<file path="src/rtl/tdfc_vaxpy_stream.sv">
// Streaming z[i] = a*x[i] + y[i] over valid/backpressure token streams with end-of-stream tokens.
// One scalar from stream a scales each vector; a 2-entry output buffer decouples downstream stalls.
module tdfc_vaxpy_stream #(
  parameter int W     = 16,
  parameter int SAT   = 1,
  parameter int CNT_W = 16
) (
  input  logic             clock,
  input  logic             reset,
  input  logic [W-1:0]     a_d,
  input  logic             a_e,
  input  logic             a_v,
  output logic             a_b,
  input  logic [W-1:0]     x_d,
  input  logic             x_e,
  input  logic             x_v,
  output logic             x_b,
  input  logic [W-1:0]     y_d,
  input  logic             y_e,
  input  logic             y_v,
  output logic             y_b,
  output logic [W-1:0]     z_d,
  output logic             z_e,
  output logic             z_v,
  input  logic             z_b,
  output logic [CNT_W-1:0] len,
  output logic             err
);

  typedef enum logic [1:0] {LOAD_A, RUN, ERR} state_t;

  localparam logic signed [2*W:0] MAX_V = {{(W+2){1'b0}}, {(W-1){1'b1}}};
  localparam logic signed [2*W:0] MIN_V = {{(W+2){1'b1}}, {(W-1){1'b0}}};

  state_t                state, state_nxt;
  logic signed [W-1:0]   scale;
  logic [CNT_W-1:0]      cnt;

  logic [W-1:0]          fifo_d [2];
  logic                  fifo_e [2];
  logic                  wr_ptr, rd_ptr;
  logic [1:0]            count;
  logic                  room;

  logic                  push, push_e, pop;
  logic [W-1:0]          push_d;
  logic                  load_scale, cnt_inc, len_load, err_set;

  logic signed [2*W-1:0] product;
  logic signed [2*W:0]   sum;
  logic [W-1:0]          result;

  logic                  x_data, x_eos, y_data, y_eos;

  // Input acceptance only looks at buffer occupancy, never at z_b, so no combinational path
  // runs from downstream backpressure to upstream backpressure.
  assign room   = (count != 2'd2);
  assign x_data = x_v & ~x_e;
  assign x_eos  = x_v & x_e;
  assign y_data = y_v & ~y_e;
  assign y_eos  = y_v & y_e;

  assign product = scale * $signed(x_d);
  assign sum     = {product[2*W-1], product} + {{(W+1){y_d[W-1]}}, y_d};

  always_comb begin
    result = sum[W-1:0];
    if (SAT != 0) begin
      if (sum > MAX_V) begin
        result = MAX_V[W-1:0];
      end else if (sum < MIN_V) begin
        result = MIN_V[W-1:0];
      end
    end
  end

  always_ff @(posedge clock) begin
    if (reset) begin
      state <= LOAD_A;
    end else begin
      state <= state_nxt;
    end
  end

  // Reset forces every stream to stall so no token is consumed in the reset cycle.
  always_comb begin
    state_nxt  = state;
    a_b        = 1'b1;
    x_b        = 1'b1;
    y_b        = 1'b1;
    push       = 1'b0;
    push_d     = '0;
    push_e     = 1'b0;
    load_scale = 1'b0;
    cnt_inc    = 1'b0;
    len_load   = 1'b0;
    err_set    = 1'b0;
    if (!reset) begin
      case (state)
        LOAD_A: begin
          if (a_v && !a_e) begin
            a_b        = 1'b0;
            load_scale = 1'b1;
            state_nxt  = RUN;
          end else if (a_v && a_e && room) begin
            a_b    = 1'b0;
            push   = 1'b1;
            push_e = 1'b1;
          end
        end
        RUN: begin
          if (x_data && y_data && room) begin
            x_b     = 1'b0;
            y_b     = 1'b0;
            push    = 1'b1;
            push_d  = result;
            cnt_inc = 1'b1;
          end else if (x_eos && y_eos && room) begin
            x_b       = 1'b0;
            y_b       = 1'b0;
            push      = 1'b1;
            push_e    = 1'b1;
            len_load  = 1'b1;
            state_nxt = LOAD_A;
          end else if ((x_eos && y_data) || (x_data && y_eos)) begin
            err_set   = 1'b1;
            state_nxt = ERR;
          end
        end
        default: begin
          state_nxt = ERR;
        end
      endcase
    end
  end

  always_ff @(posedge clock) begin
    if (reset) begin
      scale <= '0;
      cnt   <= '0;
      len   <= '0;
      err   <= 1'b0;
    end else begin
      if (load_scale) begin
        scale <= $signed(a_d);
        cnt   <= '0;
      end
      if (cnt_inc) begin
        cnt <= cnt + 1'b1;
      end
      if (len_load) begin
        len <= cnt;
      end
      if (err_set) begin
        err <= 1'b1;
      end
    end
  end

  assign z_v = (count != 2'd0) & ~reset;
  assign z_d = z_v ? fifo_d[rd_ptr] : '0;
  assign z_e = z_v & fifo_e[rd_ptr];
  assign pop = z_v & ~z_b;

  // Two-entry ring buffer; push never happens when full, so count stays within 0..2.
  always_ff @(posedge clock) begin
    if (reset) begin
      count     <= 2'd0;
      wr_ptr    <= 1'b0;
      rd_ptr    <= 1'b0;
      fifo_d[0] <= '0;
      fifo_d[1] <= '0;
      fifo_e[0] <= 1'b0;
      fifo_e[1] <= 1'b0;
    end else begin
      if (push) begin
        fifo_d[wr_ptr] <= push_d;
        fifo_e[wr_ptr] <= push_e;
        wr_ptr         <= ~wr_ptr;
      end
      if (pop) begin
        rd_ptr <= ~rd_ptr;
      end
      count <= count + {1'b0, push} - {1'b0, pop};
    end
  end

endmodule

</file>
<file path="config.mk">
export PLATFORM = sky130hd
export DESIGN_NAME = tdfc_vaxpy_stream
export DESIGN_NICKNAME = d
export VERILOG_FILES = /design/src/rtl/tdfc_vaxpy_stream.sv
export SDC_FILE = /design/constraint.sdc
export NUM_CORES = 1
export LEC_CHECK = 0
export CORE_MARGIN = 2
export CORE_UTILIZATION = 50
export DETAILED_ROUTE_END_ITERATION = 12
export PLACE_DENSITY = 0.69
export SETUP_SLACK_MARGIN = 0.15
export SLEW_MARGIN = 20
export SYNTH_ARGS = -nofsm -noshare
export SYNTH_HDL_FRONTEND = slang
export SYNTH_SLANG_ARGS = --single-unit
export TNS_END_PERCENT = 20
</file>
<file path="constraint.sdc">
create_clock -name clock -period 12.2 [get_ports clock]
set_input_delay 3.66 -clock clock [delete_from_list [all_inputs] [get_ports clock]]
set_output_delay 3.66 -clock clock [all_outputs]
set_load 0.005 [all_outputs]
</file>
### Word-level counts from Yosys, hierarchy flattened

Memory sizes are Yosys's and may differ from the RTL's. A register that Yosys moved wholly into a read port is not among the register bits.
Cells that the tools add are included.

* memories: 2
* RAM bits: 34
* bits in latches: 0
* word-level logic and storage cells: 110
* bits of input ports: 57
* memory bits (read-only): 0
* register bits after elaboration: 55
* output and inout bits: 38

* multiply operators: 1
* div/mod/pow operators: 0
* shift operators: 0
* $lt $le $gt $ge: 2
* mux-type cells: 58
* equal/unequal tests: 5
* reductions and logical operators: 17
* bitwise logic cells: 13
* add/subtract/negate cells: 4

Memory list
* fifo_d: words 2, bits a word 16, rd ports 1, clocked after memory_dff 1, wr ports 2, RTL line 39 `logic [W-1:0] fifo_d [2];`
* fifo_e: words 2, bits a word 1, rd ports 1, clocked after memory_dff 1, wr ports 2, RTL line 40 `logic fifo_e [2];`

Operator list (count)
* 2-to-1 mux 16 bit: 9
* 2-to-1 mux 1 bit: 42
* adder 32 x 16 -> 33 bit: 1
* greater-than comparator 33 x 16 -> 1 bit (second input constant): 1
* < comparator 33 x 16 -> 1 bit (second input constant): 1
* multiplier 16 x 16 -> 32 bit: 1
* adder 16 x 1 -> 16 bit (second input constant): 1
* OR reduction 16 bit: 1
* logical AND 1 bit: 9
* 2-to-1 mux 2 bit: 4
* bitwise AND 1 bit: 7
* inequality test 2 bit (second input constant): 3
* NOT 1 bit: 6
* case mux 1 bit (2 select lines): 2
* case mux 2 bit (2 select lines): 1
* nonzero test 2 bit: 2
* inequality test 3 bit (second input constant): 1
* AND reduction 3 bit: 1
* adder 2 x 1 -> 2 bit: 1
* == test 2 x 1 -> 1 bit (second input constant): 1
* zero test 2 bit: 1
* subtractor 2 x 1 -> 2 bit: 1
* zero test 1 bit: 1
* logical OR 1 bit: 1
* OR reduction 1 bit: 1

### Logic depth before layout (Yosys ltp)

Gate-level depths: netlist of the first run.

* depth after elaboration: 12
* gate-level depth with buffers: 27

### Worst setup path before layout of the first run

OpenSTA, ideal clock, no wires.

* kind: input port to flip-flop
* start: in x_d[1]
* end: mem fifo_d[0][9], data pin
* arrival time: 10.136 ns
* data required time: 12.060 ns
* library setup time: 0.140 ns
* cell stages on the path: 24
* setup slack: 1.924 ns
* cells stage by stage: clkbuf_1 > nand2_1 > inv_1 > fa_1 > inv_1 > fa_1 > inv_1 > fa_1 > inv_1 > fa_1 > inv_1 > fa_1 > fa_1 > ha_1 > buf_4 > a21oi_1 > o21ai_0 > a31oi_1 > or4b_4 > a2111oi_4 > nand4_2 > nor4_4 > or2b_4 > a21boi_2

RTL lines
* from (decl): RTL line 14 `input logic [W-1:0] x_d,`
* to (decl): RTL line 39

==> metrics.txt, run 1 <==
Max-slew headroom=30.1%; hold slack=0.454 ns; Hold Vio Cnt, Final=0; Clock Skew=0.0128 ns; Syn Nets=2082; Final GP Congestion=0.885; Layout area overhead=10.1%; Final ANT Viol Nets=0; CTS sink count=90; total number of vias=11300; slowest CP cell=clkdlybuf4s50_1; CTS tree=yes; cell area after synthesis=15200 um2; RSZ-0062 raised after global routing=false; worst slew pin tran=~1.0 ns; Clock Latency Late Sink=0.36 ns; Netlist cell types=83; layout cells sized above 1=4.80%; Synth area leader=fa_1; Power, Total=0.00327 W; Initial Util=between 50% and 60%; Layout Utilization=56.2%; 1st-pass router iterations=5; die height=178 um; crit share post-route=93.4%; # port buffers=between 90 and 100; slowest stage delay, CP=0.65 ns; post_cts resized=0; placed instance area=~16000 um2; LEAKAGE=between 7 and 8 nW; Row Count=63; number of synthesized flops with an enable pin=34; total negative slack=0 ns; Max Freq=slightly below 0.09 GHz; synthesized area per cell=between 9 and 10 um2; die width=~180 um; Critical Path, Cell by Cell=clkdlybuf4s50_1 -> buf_4 -> and2_1 -> fa_1 -> inv_1 -> fa_1 -> inv_1 -> fa_1 -> inv_1 -> fa_1 -> fa_1 -> inv_1 -> fa_1 -> ha_1 -> nand2_1 -> a2111oi_2 -> a22oi_1 -> xor2_1 -> o2111a_1 -> o2111ai_1 -> nor4b_1 -> and4_2 -> a21o_1 -> a21oi_1; ANT cells=0; pwr/cell area=196 nW/um2; initial antenna violation count=0; final WL=35.2 mm; Post-CTS Hold Fix Bufs=0; Yosys top cell area share=a little under two fifths; Core Region=roughly 30000 um2; Yosys reg bits=90; Worst EP arrival=about 11 ns; cell count after synthesis=1651; Synth Warn #=0; vias in the first global route=12100; CTS clk-pin slew, worst paths=0.07 ns; final setup vio count=0; status=finished clean; Final Max Tran Viols=0; startpoint types=primary input; CP Max Fanout=15; Via-to-Cell Ratio=5.40; Post-synth top flop=dfxtp_1; ys async rst share=0%; Top Ports=95; most frequent cell on the critical path=fa_1; die area=around 32000 um2; minimum clock period=11.39 ns; post-route cell area=16700 um2; VDD IR max=0.000150 V; Crit. End Element=flip-flop; maximum root-to-sink buffer count=2; top cells by area, synth=fa_1 38%, inv_1 7.4%, dfxtp_1 7.4%, ha_1 7.3%, edfxtp_1 6.7%; largest net degree at the start of global routing=64; sequential fraction of the synthesis area=roughly 14%; routed len/inst=16.8 um; GRT Overall Usage=between 20% and 30%; 1st-iter DRT viols=617; most common cell in the netlist=inv_1; CTS buffer count=9; # H-tree levels=3; Crit Path Category=in -> reg; total congestion overflow=0; DRC=0; global-route wire length before repair=~60 mm; Root Driver=clkbuf_16; Maximum Capacitance Violations=0; Layout Nets=about 2100; Worst EP required=12.27 ns; synth cell count leaders=299 x inv_1, 286 x fa_1, 219 x nand2_1; worst min path class=reg -> reg; Post-CTS Setup Bufs=0; Detailed Place HPWL=29.1 mm
## power breakdown
part           internal [W]  switching (W)  leakage [nW]
clock network      0.000166       0.000127         0.154
logic               0.00103        0.00161          6.68
registers          0.000322      0.0000206         0.807
total               0.00152        0.00175          7.64
## cells by family after synthesis
group | after synthesis | synth area share (%)
buffers and inverters | 370 | 9.61
and+or+nand+nor | 549 | 18.2
xor gates and xnor gates | 31 | 1.79
muxes | 24 | 1.61
AOI/OAI and AO/OA | 213 | 9.58
DFF | 90 | 14.1
adders and majority gates | 374 | 45.0
## placed cells by master (no fill, tap or decap), types with 34 or more instances in the layout
cell | netlist | layout
edfxtp_1 | 34 | 34
fa_1 | 286 | 286
dfxtp_1 | 56 | 56
nand2_1 | 219 | 219
nor2_1 | 88 | 88
a21oi_1 | 89 | 89
clkdlybuf4s50_1 | 0 | 93
and2_1 | 131 | 131
ha_1 | 88 | 88
inv_1 | 299 | 299
## final timing paths
| check | startpoint | to | slack [ns] | cells past startpoint |
|---|---|---|---|---|
| max | x_d[1] | fifo_d[1][12] | 0.81 | 24 |
| min | len[9] | len[9] | 0.45 | 2 |
| max reg2reg | scale[14] | fifo_d[1][12] | 4.26 | 21 |
| min reg2reg | len[9] | len[9] | 0.45 | 2 |
## worst max-delay path, delay by kind of cell
kind / cells / cell delay (ns)
buffers and inverters: 6 / 1.16
and+or+nand+nor: 4 / 0.81
AOI/OAI and AO/OA: 6 / 1.76
adders and majority gates: 7 / 3.53
xor gates and xnor gates: 1 / 0.52
## stage by stage
stage          worst slack, ns  instances
4_1_cts                  0.832       2098
3_3_place_gp             0.483       2082
5_1_grt                  0.360       2098
3_5_place_dp             0.483       2082
6_report                 0.806       2098
2_1_floorplan             1.92       1651
## layer usage
metal	vias up	part of all wire, %	GRT usage [%]
met4	0	1.3	4.37
met3	38	4.5	2.88
met5	-	0	0
met1	5737	42	31.0
li1	5284	-	-
met2	266	52	43.2
## registers in the layout, summed over array words and instances (netlist names), named ones only
signal / flops
cnt: 16
count: 2
err: 1
fifo_d: 32
fifo_e: 2
len: 16
rd_ptr: 1
scale: 16
state: 2
wr_ptr: 1
## area by class of cell
cell class	count	area [um2]
Fill cell	2750	13000
Multi-Input combinational cell	1191	11600
Sequential cell	90	2140
Inverter	299	1120
Timing Repair Buffer	112	1070
Tap cell	390	488
Clock buffer	10	239
Clock inverter	6	67.6
Power figures use the tool's default switching activity.
==> run 2: changes to the inputs <==
PLACE_DENSITY = unset   (was 0.69)
PLACE_DENSITY_LB_ADDON = 0.15   (was unset)
==> run 2 against run 1 <==
- via count down 0.80%
- global-route usage rose by 0.47 points
- first-iteration DRC count fell by 20%
- power fell by 0.46%
- largest cell class unchanged
- critical path depth decreased by 1
- cell count did not move
- hold slack better by 0.0074 ns
- non-clock buffer count stayed put
==> metrics.txt, run 2 (synthesis results as in run 1) <==
post_cts resized=0 (unchanged); Max-slew headroom=30.8% (was 30.1%); ANT cells=0 (unchanged); VDD IR max=0.000152 V (was 0.000150 V); Worst EP required=12.26 ns (was 12.27 ns); # H-tree levels=3 (unchanged); Detailed Place HPWL=29.5 mm (was 29.1 mm); status=finished clean (unchanged); max reg flops=32 (unchanged); CTS buffer count=9 (unchanged); Buf/Inv on CP=5 (was 6); final std cells w/o fill=2098 (unchanged); Clock Skew=0.0121 ns (was 0.0128 ns); Initial Util=51.0% (unchanged); vias in the first global route=12000 (was 12100); crit share post-route=92.0% (was 93.4%); slowest stage delay, CP=0.73 ns (was 0.65 ns); startpoint types=primary input (unchanged); die height=178 um (unchanged); Via-to-Cell Ratio=5.35 (was 5.40); most frequent cell on the critical path=fa_1 (unchanged); hold slack=0.461 ns (was 0.454 ns); # port buffers=94 (unchanged); pwr/cell area=195 nW/um2 (was 196 nW/um2); largest net degree at the start of global routing=64 (unchanged); GRT Overall Usage=24.3% (was 23.9%); slowest CP cell=clkdlybuf4s50_1 (unchanged); global-route wire length before repair=60.3 mm (was 60.1 mm); DRC=0 (unchanged); placed insts=2082 (unchanged); Maximum Capacitance Violations=0 (unchanged); routed len/inst=17.0 um (was 16.8 um); Layout area overhead=10.1% (about the same); die area=31700 um2 (unchanged); Post-CTS Setup Bufs=0 (unchanged); 1st-pass router iterations=5 (unchanged); worst slew pin tran=1.04 ns (was 1.05 ns); initial antenna violation count=0 (unchanged); Root Driver=clkbuf_16 (unchanged); commonest non-fill, non-tap cell in the layout=inv_1 (unchanged); Top Ports=95 (unchanged); CTS clk-pin slew, worst paths=0.07 ns (about the same); minimum clock period=11.23 ns (was 11.39 ns); Core Region=29700 um2 (unchanged); Critical Path, Cell by Cell=clkdlybuf4s50_1 -> and2_1 -> fa_1 -> inv_1 -> fa_1 -> inv_1 -> fa_1 -> inv_1 -> fa_1 -> fa_1 -> inv_1 -> fa_1 -> ha_1 -> nand2_1 -> a2111oi_2 -> a22oi_1 -> xor2_1 -> o2111a_1 -> o2111ai_1 -> nor4b_1 -> and4_2 -> a21o_1 -> a21oi_1 (was clkdlybuf4s50_1 -> buf_4 -> and2_1 -> fa_1 -> inv_1 -> fa_1 -> inv_1 -> fa_1 -> inv_1 -> fa_1 -> fa_1 -> inv_1 -> fa_1 -> ha_1 -> nand2_1 -> a2111oi_2 -> a22oi_1 -> xor2_1 -> o2111a_1 -> o2111ai_1 -> nor4b_1 -> and4_2 -> a21o_1 -> a21oi_1); layout cells sized above 1=4.80% (unchanged); final WL=35.7 mm (was 35.2 mm); Top reg by flops=fifo_d (unchanged); Final Max Tran Viols=0 (unchanged); Row Count=63 (unchanged); RSZ-0062 raised after global routing=false (unchanged); Clock Latency Late Sink=0.35 ns (was 0.36 ns); Layout Nets=2134 (unchanged); Post-CTS Hold Fix Bufs=0 (unchanged); total negative slack=0 ns (unchanged); total congestion overflow=0 (unchanged); Final GP Congestion=0.888 (was 0.885); Max Freq=0.0891 GHz (was 0.0878 GHz); die width=178 um (unchanged); Crit. End Element=flip-flop (unchanged); CP Max Fanout=16 (was 15); CTS sink count=90 (unchanged); CTS tree=yes (unchanged); Final ANT Viol Nets=0 (unchanged); maximum root-to-sink buffer count=2 (unchanged); LEAKAGE=7.63 nW (was 7.64 nW); CP top delay family=adder cells (unchanged); Crit Path Category=in -> reg (unchanged); most frequent cells in the layout=299 x inv_1, 286 x fa_1, 219 x nand2_1 (unchanged); final setup vio count=0 (unchanged); total number of vias=11200 (was 11300); Worst EP arrival=11.29 ns (was 11.47 ns); 1st-iter DRT viols=493 (was 617); worst min path class=reg -> reg (unchanged); Hold Vio Cnt, Final=0 (unchanged)
-- run 2: changes by cell type in the layout (fill, tap and decap cells not counted) --
cell and change:
bufinv_16 -1, clkbuf_8 -1, o21bai_1 -1, clkbuf_16 +1
o21bai_2 +1, clkinv_1 +1
-- run 2: tightest hold or removal path: stages, from the launching register on --
cell and delay (ns):
dfxtp_1 0.31, nand2_1 0.05, a21oi_1 0.05
-- run 2: final timing paths --
kind / end / start / slack, ns / cells past startpoint
setup / recovery: fifo_d[1][7] / x_d[8] / 0.97 / 23
setup reg to reg: fifo_d[0][9] / scale[15] / 4.22 / 19
hold / removal: len[13] / len[13] / 0.46 / 2
hold reg to reg: len[13] / len[13] / 0.46 / 2
-- run 2: per-layer routing --
layer | vias to the layer above | part of all wire [%] | GRT usage [%]
met3 | 40 | 3.5 | 3.01
met5 | - | 0 | 0
met2 | 230 | 52 | 44.0
met4 | 0 | 2.2 | 5.91
met1 | 5677 | 43 | 31.0
li1 | 5287 | - | -
-- run 2: where the power goes --
| group | internal [W] | switching (W) | leakage, nW | total, W |
|---|---|---|---|---|
| clock | 0.000152 | 0.000124 | 0.147 | 0.000276 |
| sequential | 0.000322 | 0.0000205 | 0.807 | 0.000343 |
| combinational | 0.00103 | 0.00161 | 6.68 | 0.00264 |
-- run 2: area by class of cell --
type                       instances  area (um2)
multi-input combinational       1191       11600
timing repair buffer             112        1070
clock inverter                     6        41.3
clock buffer                      10         250
tap                              390         488
sequential                        90        2140
fill                            2694       13000
inverter                         299        1120
-- run 2: stage by stage --
step	utilization, %	instance area (um2)	power, W	setup slack [ns]
2_1_floorplan	-	15200	0.00241	1.92
3_3_place_gp	55.1	16400	0.00294	0.613
3_5_place_dp	55.1	16400	0.00295	0.593
4_1_cts	56.1	16700	0.00325	0.930
5_1_grt	56.1	16700	0.00359	0.567
6_report	56.1	16700	0.00326	0.973
==> run 3: changes to the inputs <==
REMOVE_ABC_BUFFERS = 1   (was unset)
==> run 3 against run 2 <==
- setup slack improved by 0.032 ns
- final area rose by 0.20%
- power barely moved
- global-route usage rose by 0.12 points
- critical path depth did not move
==> metrics.txt, run 3 (synthesis results as in run 1) <==
status=finished clean (unchanged); LEAKAGE=7.65 nW (was 7.63 nW); Final Max Tran Viols=0 (unchanged); pwr/cell area=195 nW/um2 (about the same); 1st-pass router iterations=5 (unchanged); vias in the first global route=12100 (was 12000); global-route wire length before repair=60.8 mm (was 60.3 mm); ANT cells=0 (unchanged); largest net degree at the start of global routing=63 (was 64); Row Count=63 (unchanged); final WL=35.6 mm (was 35.7 mm); CTS tree=yes (unchanged); Post-CTS Hold Fix Bufs=0 (unchanged); DRC=0 (unchanged); Post-CTS Setup Bufs=0 (unchanged); Initial Util=51.0% (unchanged); RSZ-0062 raised after global routing=false (unchanged); final std cells w/o fill=2101 (was 2098); Root Driver=clkbuf_16 (unchanged); final setup vio count=0 (unchanged); total congestion overflow=0 (unchanged); Crit Path Category=in -> reg (unchanged); M2 GR Usage=42.8% (was 44.0%); worst slew pin tran=1.03 ns (was 1.04 ns); Hold Vio Cnt, Final=0 (unchanged); CTS clk-pin slew, worst paths=0.07 ns (about the same); most frequent cells in the layout=299 x inv_1, 286 x fa_1, 219 x nand2_1 (unchanged); FILL cells=2704 (was 2694); Layout Nets=2137 (was 2134); crit share post-route=91.8% (was 92.0%); CP Max Fanout=16 (unchanged); gr busiest metal=met2 (unchanged); worst min path class=reg -> reg (unchanged); CTS sink count=90 (unchanged); met3 Use GR=3.30% (was 3.01%); die width=178 um (unchanged); die area=31700 um2 (unchanged); CTS buffer count=9 (unchanged); Worst EP required=12.27 ns (was 12.26 ns); GRT Overall Usage=24.5% (was 24.3%); Clock Skew=0.0127 ns (was 0.0121 ns); r2r setup slk=4.23 ns (was 4.22 ns); Top Ports=95 (unchanged); Top reg by flops=fifo_d (unchanged); Via-to-Cell Ratio=5.39 (was 5.35); Core Region=29700 um2 (unchanged); minimum clock period=11.19 ns (was 11.23 ns); max reg flops=32 (unchanged); Power, Total=0.00325 W (was 0.00326 W); initial antenna violation count=0 (unchanged); Final ANT Viol Nets=0 (unchanged); Clock Latency Late Sink=0.36 ns (was 0.35 ns); Max Freq=0.0893 GHz (was 0.0891 GHz); Maximum Capacitance Violations=0 (unchanged); placed insts=2085 (was 2082); Layout area overhead=10.3% (was 10.1%); die height=178 um (unchanged); routed len/inst=16.9 um (was 17.0 um); maximum root-to-sink buffer count=2 (unchanged); Detailed Place HPWL=29.2 mm (was 29.5 mm); # H-tree levels=3 (unchanged); total negative slack=0 ns (unchanged); layout cells sized above 1=5.03% (was 4.80%); # port buffers=94 (unchanged); total number of vias=11300 (was 11200); commonest non-fill, non-tap cell in the layout=inv_1 (unchanged); Worst EP arrival=11.26 ns (was 11.29 ns); 1st-iter DRT viols=644 (was 493); Final GP Congestion=0.885 (was 0.888); Crit. End Element=flip-flop (unchanged); VDD IR max=0.000188 V (was 0.000152 V); Max-slew headroom=31.4% (was 30.8%); post_cts resized=0 (unchanged); met1 Track Usage GR=32.0% (was 31.0%); startpoint types=primary input (unchanged)
## run 3: changes by cell type in the layout (fill, tap and decap cells not counted)
cell,delta
inv_4,-1
buf_4,+3
clkinv_1,-1
clkinv_2,+1
inv_6,-2
inv_8,+3
## run 3: layout make-up
type	instances	area, um2	area share, %
multi-input cells	1191	11600	69.2
clock buffers	10	250	1.50
flip-flops and latches	90	2140	12.8
clock inverters	6	52.6	0.314
repair buffers	115	1090	6.54
well taps	390	488	2.92
inverters	299	1120	6.71
## run 3: metal layers
layer,share of wire [%],vias to the layer above
li1,-,5279
met1,43,5749
met2,50,242
met3,3.9,50
met4,2.4,0
met5,0,-
## run 3: metrics by stage
step	hold slack (ns)	worst slack (ns)	utilization, %	cell area [um2]
after floorplan	0.439	2.11	-	14800
after global placement	0.446	0.691	55.2	16400
after detailed placement	0.450	0.680	55.2	16400
after CTS	0.460	1.04	56.2	16700
after global routing	0.486	0.587	56.2	16700
final	0.458	1.01	56.2	16700
## run 3: worst paths after layout
kind                                start            to  depth (start not counted)
worst max-delay path              x_d[10]  fifo_d[1][1]                         23
worst min-delay path               len[3]        len[3]                          2
worst max register to register  scale[15]  fifo_d[0][1]                         21
worst min register to register     len[3]        len[3]                          2
## run 3: power by group
part	switching, W	internal, W
Clock	0.000135	0.000155
Combinational	0.00159	0.00103
Sequential	0.0000186	0.000322
Total	0.00175	0.00151
## run 3: critical path, stage by stage
cell and delay [ns]:
clkdlybuf4s50_1 0.76, and2_1 0.37, fa_1 0.53, inv_1 0.06, fa_1 0.54, inv_1 0.05
fa_1 0.49, fa_1 0.46, fa_1 0.51, inv_1 0.06, fa_1 0.54, inv_1 0.05
ha_1 0.43, nand2_1 0.13, a2111oi_2 0.41, a22oi_1 0.27, xor2_1 0.42, o2111a_1 0.25
o2111ai_1 0.11, nor4b_1 0.25, and4_2 0.28, a21o_1 0.48, a21oi_1 0.15
